File: src/rtl/kuz_l_transform.sv
// ============================================================================
// kuz_l_transform : iterative Kuznyechik L / L^-1 layer, R_PER_CLK R-steps/clk
// Revision 1.0
// ============================================================================
`default_nettype none

module kuz_l_transform #(
  parameter int R_PER_CLK = 1
) (
  input  logic         clk,
  input  logic         rst_n,
  input  logic         in_valid,
  output logic         in_ready,
  input  logic [127:0] in_data,
  input  logic         in_inv,
  output logic         out_valid,
  input  logic         out_ready,
  output logic [127:0] out_data
);

  localparam int STEPS = 16 / R_PER_CLK;
  localparam int CNT_W = (STEPS > 1) ? $clog2(STEPS) : 1;
  localparam logic [CNT_W-1:0] CNT_LAST = CNT_W'(STEPS - 1);

  localparam logic [1:0] ST_IDLE = 2'd0;
  localparam logic [1:0] ST_RUN  = 2'd1;
  localparam logic [1:0] ST_DONE = 2'd2;

  generate
    if (R_PER_CLK != 1 && R_PER_CLK != 2 && R_PER_CLK != 4 &&
        R_PER_CLK != 8 && R_PER_CLK != 16) begin : g_bad_r_per_clk
      $error("kuz_l_transform: R_PER_CLK must be 1, 2, 4, 8 or 16");
    end
  endgenerate

  // Constant multiply in GF(2^8), p(x) = x^8+x^7+x^6+x+1.
  function automatic logic [7:0] gf_mul(input logic [7:0] a, input logic [7:0] k);
    logic [7:0] acc;
    logic [7:0] sh;
    acc = 8'h00;
    sh  = a;
    for (int i = 0; i < 8; i++) begin
      if (k[i]) acc = acc ^ sh;
      sh = {sh[6:0], 1'b0} ^ (sh[7] ? 8'hC3 : 8'h00);
    end
    return acc;
  endfunction

  // l(x15..x0) with x15 in the top byte of the argument.
  function automatic logic [7:0] l_func(input logic [127:0] x);
    return gf_mul(x[127:120], 8'd148) ^ gf_mul(x[119:112], 8'd32)  ^
           gf_mul(x[111:104], 8'd133) ^ gf_mul(x[103:96],  8'd16)  ^
           gf_mul(x[95:88],   8'd194) ^ gf_mul(x[87:80],   8'd192) ^
           x[79:72]                   ^ gf_mul(x[71:64],   8'd251) ^
           x[63:56]                   ^ gf_mul(x[55:48],   8'd192) ^
           gf_mul(x[47:40],   8'd194) ^ gf_mul(x[39:32],   8'd16)  ^
           gf_mul(x[31:24],   8'd133) ^ gf_mul(x[23:16],   8'd32)  ^
           gf_mul(x[15:8],    8'd148) ^ x[7:0];
  endfunction

  // Inverse step rotates a15 to the bottom before evaluating l.
  function automatic logic [127:0] r_step(input logic [127:0] x, input logic mode);
    logic [127:0] res;
    if (!mode) res = {l_func(x), x[127:8]};
    else       res = {x[119:0], l_func({x[119:0], x[127:120]})};
    return res;
  endfunction

  logic [1:0]       state;
  logic [127:0]     s;
  logic             inv;
  logic [CNT_W-1:0] cnt;
  logic [127:0]     chain [0:R_PER_CLK];

  assign chain[0] = s;

  generate
    for (genvar g = 0; g < R_PER_CLK; g++) begin : g_step
      assign chain[g+1] = r_step(chain[g], inv);
    end
  endgenerate

  always_ff @(posedge clk or negedge rst_n) begin
    if (!rst_n) begin
      state <= ST_IDLE;
      s     <= '0;
      inv   <= 1'b0;
      cnt   <= '0;
    end else begin
      case (state)
        ST_IDLE: begin
          if (in_valid) begin
            s     <= in_data;
            inv   <= in_inv;
            cnt   <= '0;
            state <= ST_RUN;
          end
        end
        ST_RUN: begin
          s   <= chain[R_PER_CLK];
          cnt <= cnt + 1'b1;
          if (cnt == CNT_LAST) state <= ST_DONE;
        end
        ST_DONE: begin
          if (out_ready) state <= ST_IDLE;
        end
        default: state <= ST_IDLE;
      endcase
    end
  end

  assign in_ready  = (state == ST_IDLE);
  assign out_valid = (state == ST_DONE);
  assign out_data  = s;

endmodule

`default_nettype wire

File: config.mk
export PLATFORM = sky130hd
export DESIGN_NAME = kuz_l_transform
export DESIGN_NICKNAME = d
export VERILOG_FILES = /design/src/rtl/kuz_l_transform.sv
export SDC_FILE = /design/constraint.sdc
export NUM_CORES = 1
export LEC_CHECK = 0
export ABC_AREA = 1
export CORE_MARGIN = 8
export CORE_UTILIZATION = 55
export DETAILED_ROUTE_END_ITERATION = 12
export HOLD_SLACK_MARGIN = 0.15
export PLACE_DENSITY = 0.83
export SLEW_MARGIN = 20
export SYNTH_ARGS = -nofsm -noshare
export SYNTH_HDL_FRONTEND = slang
export SYNTH_SLANG_ARGS = --single-unit
File: constraint.sdc
create_clock -name clk -period 2.5 [get_ports clk]
set_input_delay 0.5 -clock clk [delete_from_list [all_inputs] [get_ports clk]]
set_output_delay 0.5 -clock clk [all_outputs]
set_load 0.01 [all_outputs]
==> metrics.yaml, run 1 <==
outcome:
  outcome: "finished, violations left"
  violations: "negative setup slack"
synthesis:
  syn-instance-count: 2547
  avgSynthCellArea_um2: 6.20
  synth_seq_cells: 135
  synth_cell_type_count: 36
  synth_warnings: 0
  yosysSeqAreaShare: 0.214
  synthesis.area_um2: 15800
  synth_nets: 2681
min_path:
  hp-class: "flop to flop"
  whs_endpoint: "cnt[2]$_DFFE_PN0P_"
  worstHoldStart: "cnt[2]$_DFFE_PN0P_"
  min_path_cells: 2
place:
  gp_congestion: 1.02
  numPortBuffers: 262
  placed_area_um2: 20700
  dp_hpwl_um: 54600
cells_and_area:
  final.fill_count: 1880
  design_area_um2: 23200
  n_antenna_cell: 0
  drive_gt1_frac: 0.237
  final_core_util: 0.814
  seqCellArea_um2: 3440
  multi_input_area_um2: 12000
  syn2layout_area_growth_pct: 46.8
  nets: 3188
drt:
  dr.pass1.iters: 7
  drc: 0
  antenna_left: 0
  drtIter0Drc: 2838
  vias_per_cell: 6.09
  vias: 21000
  wl_um: 76400
  wl_per_cell_um: 22.1
sta:
  whs_ns: 0.590
  rsz0062_at_grt: "true"
  slew_headroom: 0.542
  fin_crit_ns: 2.57
  fin_skew_ns: 0.00852
  worstMarginPinSlew_ns: 0.688
  finalSetupViolCount: 5
  maxSlewViolCount: 0
  fin_tns_setup_ns: -0.132
  finalHoldViolations: 0
  finalCritPeriodShare: 1.03
  finalWorstSetupSlack_ns: -0.0667
  fmax_mhz: 390
floorplan:
  pin_count: 263
  core_um2: 28500
  die_h_um: 185
  dieArea_um2: 34400
  die_w_um: 185
  start_util: 0.555
  row_count: 62
global_route:
  grt_first_pass_wirelength_um: 106000
  grt_antenna_before_repair: 0
  grt_pass1_vias: 19200
  grt_overflow_total: 0
  grt_use_total: 0.401
  grt_max_degree: 129
clock_network:
  cts_buffer_depth: 2
  cts.sinks: 135
  htree_levels: 4
  cts.clk_slew.worst_paths_ns: 0.07
  clock_latency_ns: 0.47
  cts_tree: "built"
  cts_buffers: 17
  cts-root-buf: "clkbuf_16"
setup_path:
  arrival_ns: 2.88
  start_kind: "flop"
  path_max_fanout: 58
  r2r_slack_ns: -0.07
  critical_path_class: "flop to flop"
  worstRegToRegCells: 9
  cp-end-kind: "flop"
  reg2reg_to: "out_data[74]$_DFFE_PN0P_"
  critPathRequiredTime_ns: 2.81
  reg2reg_from: "cnt[0]$_DFFE_PN0P_"
run:
  cap_viol_max_count: 0
[layer usage]
metal  track usage  routed length, um
met1         0.479              27000
met2         0.648              34400
met3        0.0887               9100
met4         0.248               5930
met5             0                  0
[layout make-up]
| class | count | area share |
|---|---|---|
| inverters | 296 | 0.0489 |
| multi-input cells | 1988 | 0.517 |
| flip-flops and latches | 135 | 0.148 |
| repair buffers | 616 | 0.238 |
| well taps | 384 | 0.0207 |
| clock buffers | 18 | 0.0189 |
| clock inverters | 14 | 0.00853 |
[kinds of logic after synthesis]
group                      count (synthesis)  synth area share
AOI/OAI and AO/OA                        511             0.183
DFF                                      135             0.214
adders and majority gates                  1          0.000792
buffers and inverters                    424             0.105
and+or+nand+nor                         1131             0.300
xor gates and xnor gates                 345             0.198
[synthesized netlist by cell type]
cell type | number | area (um2)
buf_2 | 33 | 165
xor2_1 | 232 | 2030
xnor3_1 | 3 | 67.6
xnor2_1 | 102 | 893
a22o_1 | 1 | 8.76
nand4_1 | 6 | 37.5
buf_4 | 6 | 45.0
nand3_2 | 3 | 30.0
dfrtp_1 | 135 | 3380
a21oi_1 | 132 | 661
nand2_4 | 3 | 33.8
a21boi_1 | 9 | 67.6
clkbuf_1 | 80 | 300
nand2b_1 | 3 | 18.8
a21boi_0 | 2 | 15.0
o21bai_1 | 2 | 15.0
buf_1 | 8 | 30.0
inv_1 | 283 | 1060
nand2_2 | 13 | 81.3
clkinv_1 | 2 | 7.51
o21ai_0 | 248 | 1240
nand3_1 | 233 | 1170
a21o_1 | 3 | 22.5
o211ai_1 | 1 | 7.51
nand2_1 | 823 | 3090
ha_1 | 1 | 12.5
xnor2_2 | 2 | 32.5
a22oi_1 | 112 | 841
or2_2 | 5 | 31.3
nor2_1 | 18 | 67.6
inv_2 | 11 | 41.3
nand3b_1 | 22 | 165
xor2_2 | 6 | 97.6
clkbuf_2 | 1 | 5.00
a21oi_2 | 1 | 8.76
or2_1 | 2 | 12.5
[critical path, cell delays in order (launching register included)]
cell	delay (ns)
dfrtp_1	0.44
ha_1	0.24
nand2_1	0.12
o21ai_0	0.35
o211ai_1	0.21
nor2_2	0.21
inv_2	0.09
buf_12	0.18
o21ai_0	0.40
a22oi_1	0.17
[cells in the final DEF, fill, tap and decap left out, drive strengths merged, types with 2 or more instances in the layout]
cell type / synthesis / layout
nand2: 839 / 839
buf: 47 / 354
inv: 294 / 298
clkdlybuf4s50: 0 / 261
o21ai: 248 / 248
xor2: 238 / 238
nand3: 236 / 236
dfrtp: 135 / 135
a21oi: 133 / 133
a22oi: 112 / 112
xnor2: 104 / 104
nand3b: 22 / 22
clkbuf: 81 / 18
nor2: 18 / 18
a21boi: 11 / 11
or2: 7 / 7
nand4: 6 / 6
clkinv: 2 / 6
bufinv: 0 / 4
a21o: 3 / 3
nand2b: 3 / 3
xnor3: 3 / 3
o21bai: 2 / 2
clkinvlp: 0 / 2
[sequential cells by signal, indices dropped and copies added (netlist names)]
signal	cells
cnt	4
inv	1
out_data	128
state	2
[timing repair]
item                                    in CTS  in global routing
hold buffers                                 1                  0
gates resized for setup                     24                325
endpoints found under the hold margin       58                  0
buffers inserted                             1                 59
endpoints found under the setup margin      14                 17
pin swaps                                    1                 74
[through the flow]
| stage | cells | setup slack [ns] |
|---|---|---|
| floorplan | 2547 | 0.349 |
| global placement | 3358 | -0.139 |
| detailed placement | 3358 | -0.214 |
| CTS | 3392 | -0.00279 |
| global route | 3451 | -0.198 |
| finish | 3451 | -0.0667 |
[worst max path at each step]
stage                                   start                   endpoint  slack [ns]  depth (start not counted)
global route         out_data[87]$_DFFE_PN0P_    out_data[6]$_DFFE_PN0P_       -0.20                         21
detailed placement   out_data[87]$_DFFE_PN0P_    out_data[7]$_DFFE_PN0P_       -0.21                         15
finish                     cnt[0]$_DFFE_PN0P_   out_data[74]$_DFFE_PN0P_       -0.07                          9
floorplan           out_data[110]$_DFFE_PN0P_  out_data[126]$_DFFE_PN0P_        0.35                         22
CTS                  out_data[87]$_DFFE_PN0P_    out_data[7]$_DFFE_PN0P_      -0.003                         15
global placement    out_data[119]$_DFFE_PN0P_    out_data[4]$_DFFE_PN0P_       -0.14                         15
Power of run 1 is not shown: default switching activity piles up to over one toggle a cycle in this logic, so the estimate is an artifact.
==> run 2: changes to the inputs <==
--- a/config.mk
+++ b/config.mk
@@ -8,4 +8,6 @@
 export ABC_AREA = 1
+export CELL_PAD_IN_SITES_DETAIL_PLACEMENT = 0
+export CELL_PAD_IN_SITES_GLOBAL_PLACEMENT = 1
 export CORE_MARGIN = 8
-export CORE_UTILIZATION = 55
+export CORE_UTILIZATION = 38
 export DETAILED_ROUTE_END_ITERATION = 12
==> constraint.sdc (replaced) <==
create_clock -name clk -period 2.5 [get_ports clk]
set_input_delay 0.25 -clock clk [delete_from_list [all_inputs] [get_ports clk]]
set_output_delay 0.25 -clock clk [all_outputs]
set_load 0.01 [all_outputs]
==> run 2 against run 1 <==
The flow now finishes without violations; critical path depth rose by 11; worst setup slack improved by 0.10 ns; via count fell by 9.5%; cell area rose by 0.77%; core utilization fell by 24 points; fmax rose by 4.1%; critical endpoint is now out_data[126]$_DFFE_PN0P_; largest cell class unchanged; highest routed layer unchanged.
==> metrics.yaml, run 2 (same netlist as run 1, synthesis figures left out) <==
cells_and_area:
  drive_gt1_frac: 0.234
  nets: 3214
  syn2layout_area_growth_pct: 47.9
  layout_commonest_cell: "nand2_1"
  largest_register_ffs: 128
  final_cell_mix: "717 x nand2_1, 361 x buf_4, 261 x clkdlybuf4s50_1"
  final_cell_count_no_fill: 3624
  final.fill_count: 4062
  design_area_um2: 23400
floorplan:
  dieArea_um2: 48300
  row_count: 74
  start_util: 0.386
  die_w_um: 220
  die_h_um: 220
  core_um2: 40900
  pin_count: 263
global_route:
  grt_first_pass_wirelength_um: 110000
  grt_overflow_total: 0
  grt_max_degree: 112
  grt_use_total: 0.301
  grt_pass1_vias: 18200
  grt_antenna_before_repair: 0
drt:
  wl_per_cell_um: 20.6
  vias_per_cell: 5.25
  vias: 19000
  dr.pass1.iters: 6
  wl_um: 74800
  drtIter0Drc: 1603
  antenna_left: 0
  drc: 0
place:
  gp_congestion: 0.957
  dp_hpwl_um: 60800
  placed_area_um2: 21200
  numPortBuffers: 262
  place_ws_ns: -0.245
  dpl.cell_count: 3551
clock_network:
  cts_tree: "built"
  cts.sinks: 135
  htree_levels: 4
  cts_buffer_depth: 2
  cts.clk_slew.worst_paths_ns: 0.06
  clock_latency_ns: 0.50
  cts-root-buf: "clkbuf_16"
  cts_buffers: 17
sta:
  maxSlewViolCount: 0
  finalWorstSetupSlack_ns: 0.0347
  finalSetupViolCount: 0
  finalHoldViolations: 0
  rsz0062_at_grt: "true"
  fin_skew_ns: 0.0143
  slew_headroom: 0.643
  finalCritPeriodShare: 0.986
  fin_crit_ns: 2.47
  fin_tns_setup_ns: 0
  fmax_mhz: 406
  worstMarginPinSlew_ns: 0.531
setup_path:
  critPathRequiredTime_ns: 2.87
  start_kind: "flop"
  arrival_ns: 2.84
  critical_path_class: "flop to flop"
  path_max_fanout: 7
  cp-end-kind: "flop"
min_path:
  hp-class: "input port to async pin"
outcome:
  outcome: "completed"
run:
  cap_viol_max_count: 0
run 2: changes by cell type in the layout (fill, tap and decap cells not counted), moves of 4 or more:
cell | previous run | this run
buf_4 | 326 | 361
xor2_2 | 49 | 42
nand2_2 | 107 | 103
buf_6 | 11 | 6
dfrtp_2 | 43 | 32
dfrtp_1 | 91 | 102
xor2_1 | 179 | 187
run 2: per-stage QoR:
step,hold WS (ns),util
after CTS,0.236,0.537
after global routing,0.293,0.571
after global placement,0.193,0.519
final,0.257,0.571
after detailed placement,0.203,0.519
after floorplan,-0.0456,-
run 2: cell type report:
cell class              count  area [um2]  share of cell area
well taps                 532         666              0.0285
diodes                      1        2.50            0.000107
repair buffers            642        5660               0.242
clock buffers              22         484              0.0207
inverters                 296        1130              0.0485
flip-flops and latches    135        3420               0.146
multi-input cells        1988       11900               0.509
clock inverters             8        97.6             0.00418
run 2: metal layers:
metal  global-route usage  routed length [um]  vias to the layer above  share of wire
met5                    0                   0                        -              0
met4                0.102                2590                        0          0.035
met3               0.0507                4570                      115          0.061
met2                0.511               35600                      623           0.48
met1                0.383               32000                     9046           0.43
li1                     -                   -                     9237              -
run 2: path summary, 6_finish.rpt:
path                                     startpoint                   endpoint  slack (ns)  depth (start not counted)
hold reg to reg                  cnt[3]$_DFFE_PN0P_         cnt[3]$_DFFE_PN0P_        0.53                          2
max in group asynchronous                     rst_n            inv$_DFFE_PN0P_        1.56                          3
min in group clk                             in_inv            inv$_DFFE_PN0P_        0.33                          3
hold / removal                                rst_n         cnt[2]$_DFFE_PN0P_        0.26                          2
setup reg to reg           out_data[47]$_DFFE_PN0P_  out_data[126]$_DFFE_PN0P_        0.03                         20
setup / recovery           out_data[47]$_DFFE_PN0P_  out_data[126]$_DFFE_PN0P_        0.03                         20
run 2: what timing repair did:
action	CTS	global route
hold endpoints to repair	135	0
hold buffers	1	0
setup buffers	2	39
resized for setup	31	282
endpoints found under the setup margin	13	22
pin swaps	0	62
run 2: critical path, stage by stage (launching register included):
cell and delay, ns:
dfrtp_2 0.46, inv_4 0.11, nand2_4 0.06, nand2_4 0.13, xor2_1 0.20, buf_4 0.19, inv_1 0.05, nand2_1 0.07
nand2_2 0.09, inv_2 0.06, nand2_2 0.05, nand2_2 0.05, nand2_1 0.04, nand2_1 0.11, xor2_1 0.19, buf_4 0.15
inv_1 0.03, nand2_1 0.07, nand3_2 0.09, nand2_1 0.08, a21oi_1 0.06
Power of run 2 is left out for the same reason.
==> run 3: changes to the inputs <==
Settings changed: CAP_MARGIN from default to 20, REMOVE_ABC_BUFFERS from default to 1.
==> run 3 against run 2 <==
Worst setup slack lost 0.0093 ns; cell count grew 0.33%; sequential cell count is the same; fmax shrank 0.37%; critical path type unchanged; cell area grew 1.8%; routed wire length shrank 1.8%; first-iteration DRC count grew 0.37%; global-route usage shrank 0.99 points.
==> metrics.yaml, run 3 (same netlist as run 1, synthesis figures left out) <==
floorplan:
  dieArea_um2: 48300
  die_w_um: 220
  die_h_um: 220
  row_count: 74
  start_util: 0.386
  core_um2: 40900
  pin_count: 263
sta:
  finalSetupViolCount: 0
  maxSlewViolCount: 0
  finalCritPeriodShare: 0.990
  fmax_mhz: 404
  fin_tns_setup_ns: 0
  worstMarginPinSlew_ns: 0.729
  fin_crit_ns: 2.47
  finalHoldViolations: 0
  rsz0062_at_grt: "true"
  slew_headroom: 0.511
  fin_skew_ns: 0.0116
cells_and_area:
  final_cell_mix: "682 x nand2_1, 369 x buf_4, 261 x clkdlybuf4s50_1"
  layout_commonest_cell: "nand2_1"
  final_core_util: 0.581
  n_antenna_cell: 0
  largest_register_ffs: 128
  drive_gt1_frac: 0.254
  final_cell_count_no_fill: 3636
  design_area_um2: 23800
  nets: 3226
  syn2layout_area_growth_pct: 50.6
  final.fill_count: 3976
setup_path:
  worstRegToRegCells: 21
  critPathRequiredTime_ns: 2.85
  arrival_ns: 2.83
  start_kind: "flop"
  critical_path_class: "flop to flop"
  critical_path.top_delay_family: "simple AND/OR/NAND/NOR gates"
  worst-path-buf-inv: 7
  path_common_cell: "nand2_2"
  slowest_stage: "dfrtp_1"
  path_max_fanout: 6
  crit_chain: "inv_2 -> nand2_2 -> nand2_4 -> buf_6 -> xor2_1 -> buf_4 -> inv_1 -> nand2_1 -> nand2_2 -> inv_1 -> nand2_1 -> nand2_1 -> nand2_1 -> nand2_2 -> xor2_1 -> buf_4 -> inv_1 -> nand2_2 -> nand3_2 -> nand2_2 -> a21oi_2"
  cp-end-kind: "flop"
  cpPeakStageDelay_ns: 0.44
  r2r_slack_ns: 0.03
  reg2reg_to: "out_data[126]$_DFFE_PN0P_"
  reg2reg_from: "out_data[47]$_DFFE_PN0P_"
clock_network:
  cts_buffer_depth: 2
  cts.clk_slew.worst_paths_ns: 0.07
  cts-root-buf: "clkbuf_16"
  cts.sinks: 135
  htree_levels: 4
  cts_buffers: 17
  cts_tree: "built"
  clock_latency_ns: 0.47
outcome:
  outcome: "completed"
global_route:
  grt_first_pass_wirelength_um: 108000
  grt_antenna_before_repair: 0
  grt_overflow_total: 0
  grt_pass1_vias: 18300
  grt_use_total: 0.291
  grt_max_degree: 129
drt:
  wl_um: 73500
  drtIter0Drc: 1609
  dr.pass1.iters: 6
  vias: 19200
  antenna_left: 0
  drc: 0
  vias_per_cell: 5.28
  wl_per_cell_um: 20.2
place:
  dp_hpwl_um: 58300
  gp_congestion: 0.989
  numPortBuffers: 262
  placed_area_um2: 21300
  dpl.cell_count: 3564
min_path:
  hp-class: "input port to async pin"
run:
  cap_viol_max_count: 0
==> run 3: metal layers <==
metal	part of all wire	routed length, um	track usage	up-vias
met5	0	0	0	-
met4	0.041	3040	0.119	0
met3	0.059	4310	0.0398	145
met1	0.43	31700	0.378	9115
met2	0.47	34400	0.483	716
li1	-	-	-	9228
==> run 3: per-stage QoR <==
step,worst slack [ns],hold slack (ns)
final,0.0254,0.268
after global routing,-0.0871,0.295
after CTS,0.00256,0.264
after detailed placement,-0.372,0.189
after global placement,-0.352,0.191
after floorplan,-3.23,-0.0456
==> run 3: repair_timing <==
action | 4_1_cts | 5_1_grt
endpoints found under the hold margin | 135 | 0
resized for setup | 35 | 349
hold buffers | 1 | 0
setup endpoints to repair | 14 | 16
pin swaps | 2 | 98
setup buffers | 4 | 36
==> run 3: worst max path at each step <==
stage | cells after the start | endpoint | startpoint
after floorplan | 6 | out_data[100]$_DFFE_PN0P_ | state[1]$_DFFE_PN0P_
after global placement | 22 | out_data[6]$_DFFE_PN0P_ | out_data[21]$_DFFE_PN0P_
after detailed placement | 22 | out_data[6]$_DFFE_PN0P_ | out_data[21]$_DFFE_PN0P_
after CTS | 16 | out_data[125]$_DFFE_PN0P_ | out_data[45]$_DFFE_PN0P_
after global routing | 21 | out_data[126]$_DFFE_PN0P_ | out_data[47]$_DFFE_PN0P_
final | 21 | out_data[126]$_DFFE_PN0P_ | out_data[47]$_DFFE_PN0P_
==> run 3: cell type report <==
class                   count  area [um2]  area share
multi-input cells        1988       12200       0.511
repair buffers            654        5750       0.242
flip-flops and latches    135        3430       0.144
inverters                 296        1130      0.0474
well taps                 532         666      0.0280
clock buffers              24         492      0.0207
clock inverters             7         166     0.00700
Power of run 3 is left out for the same reason.
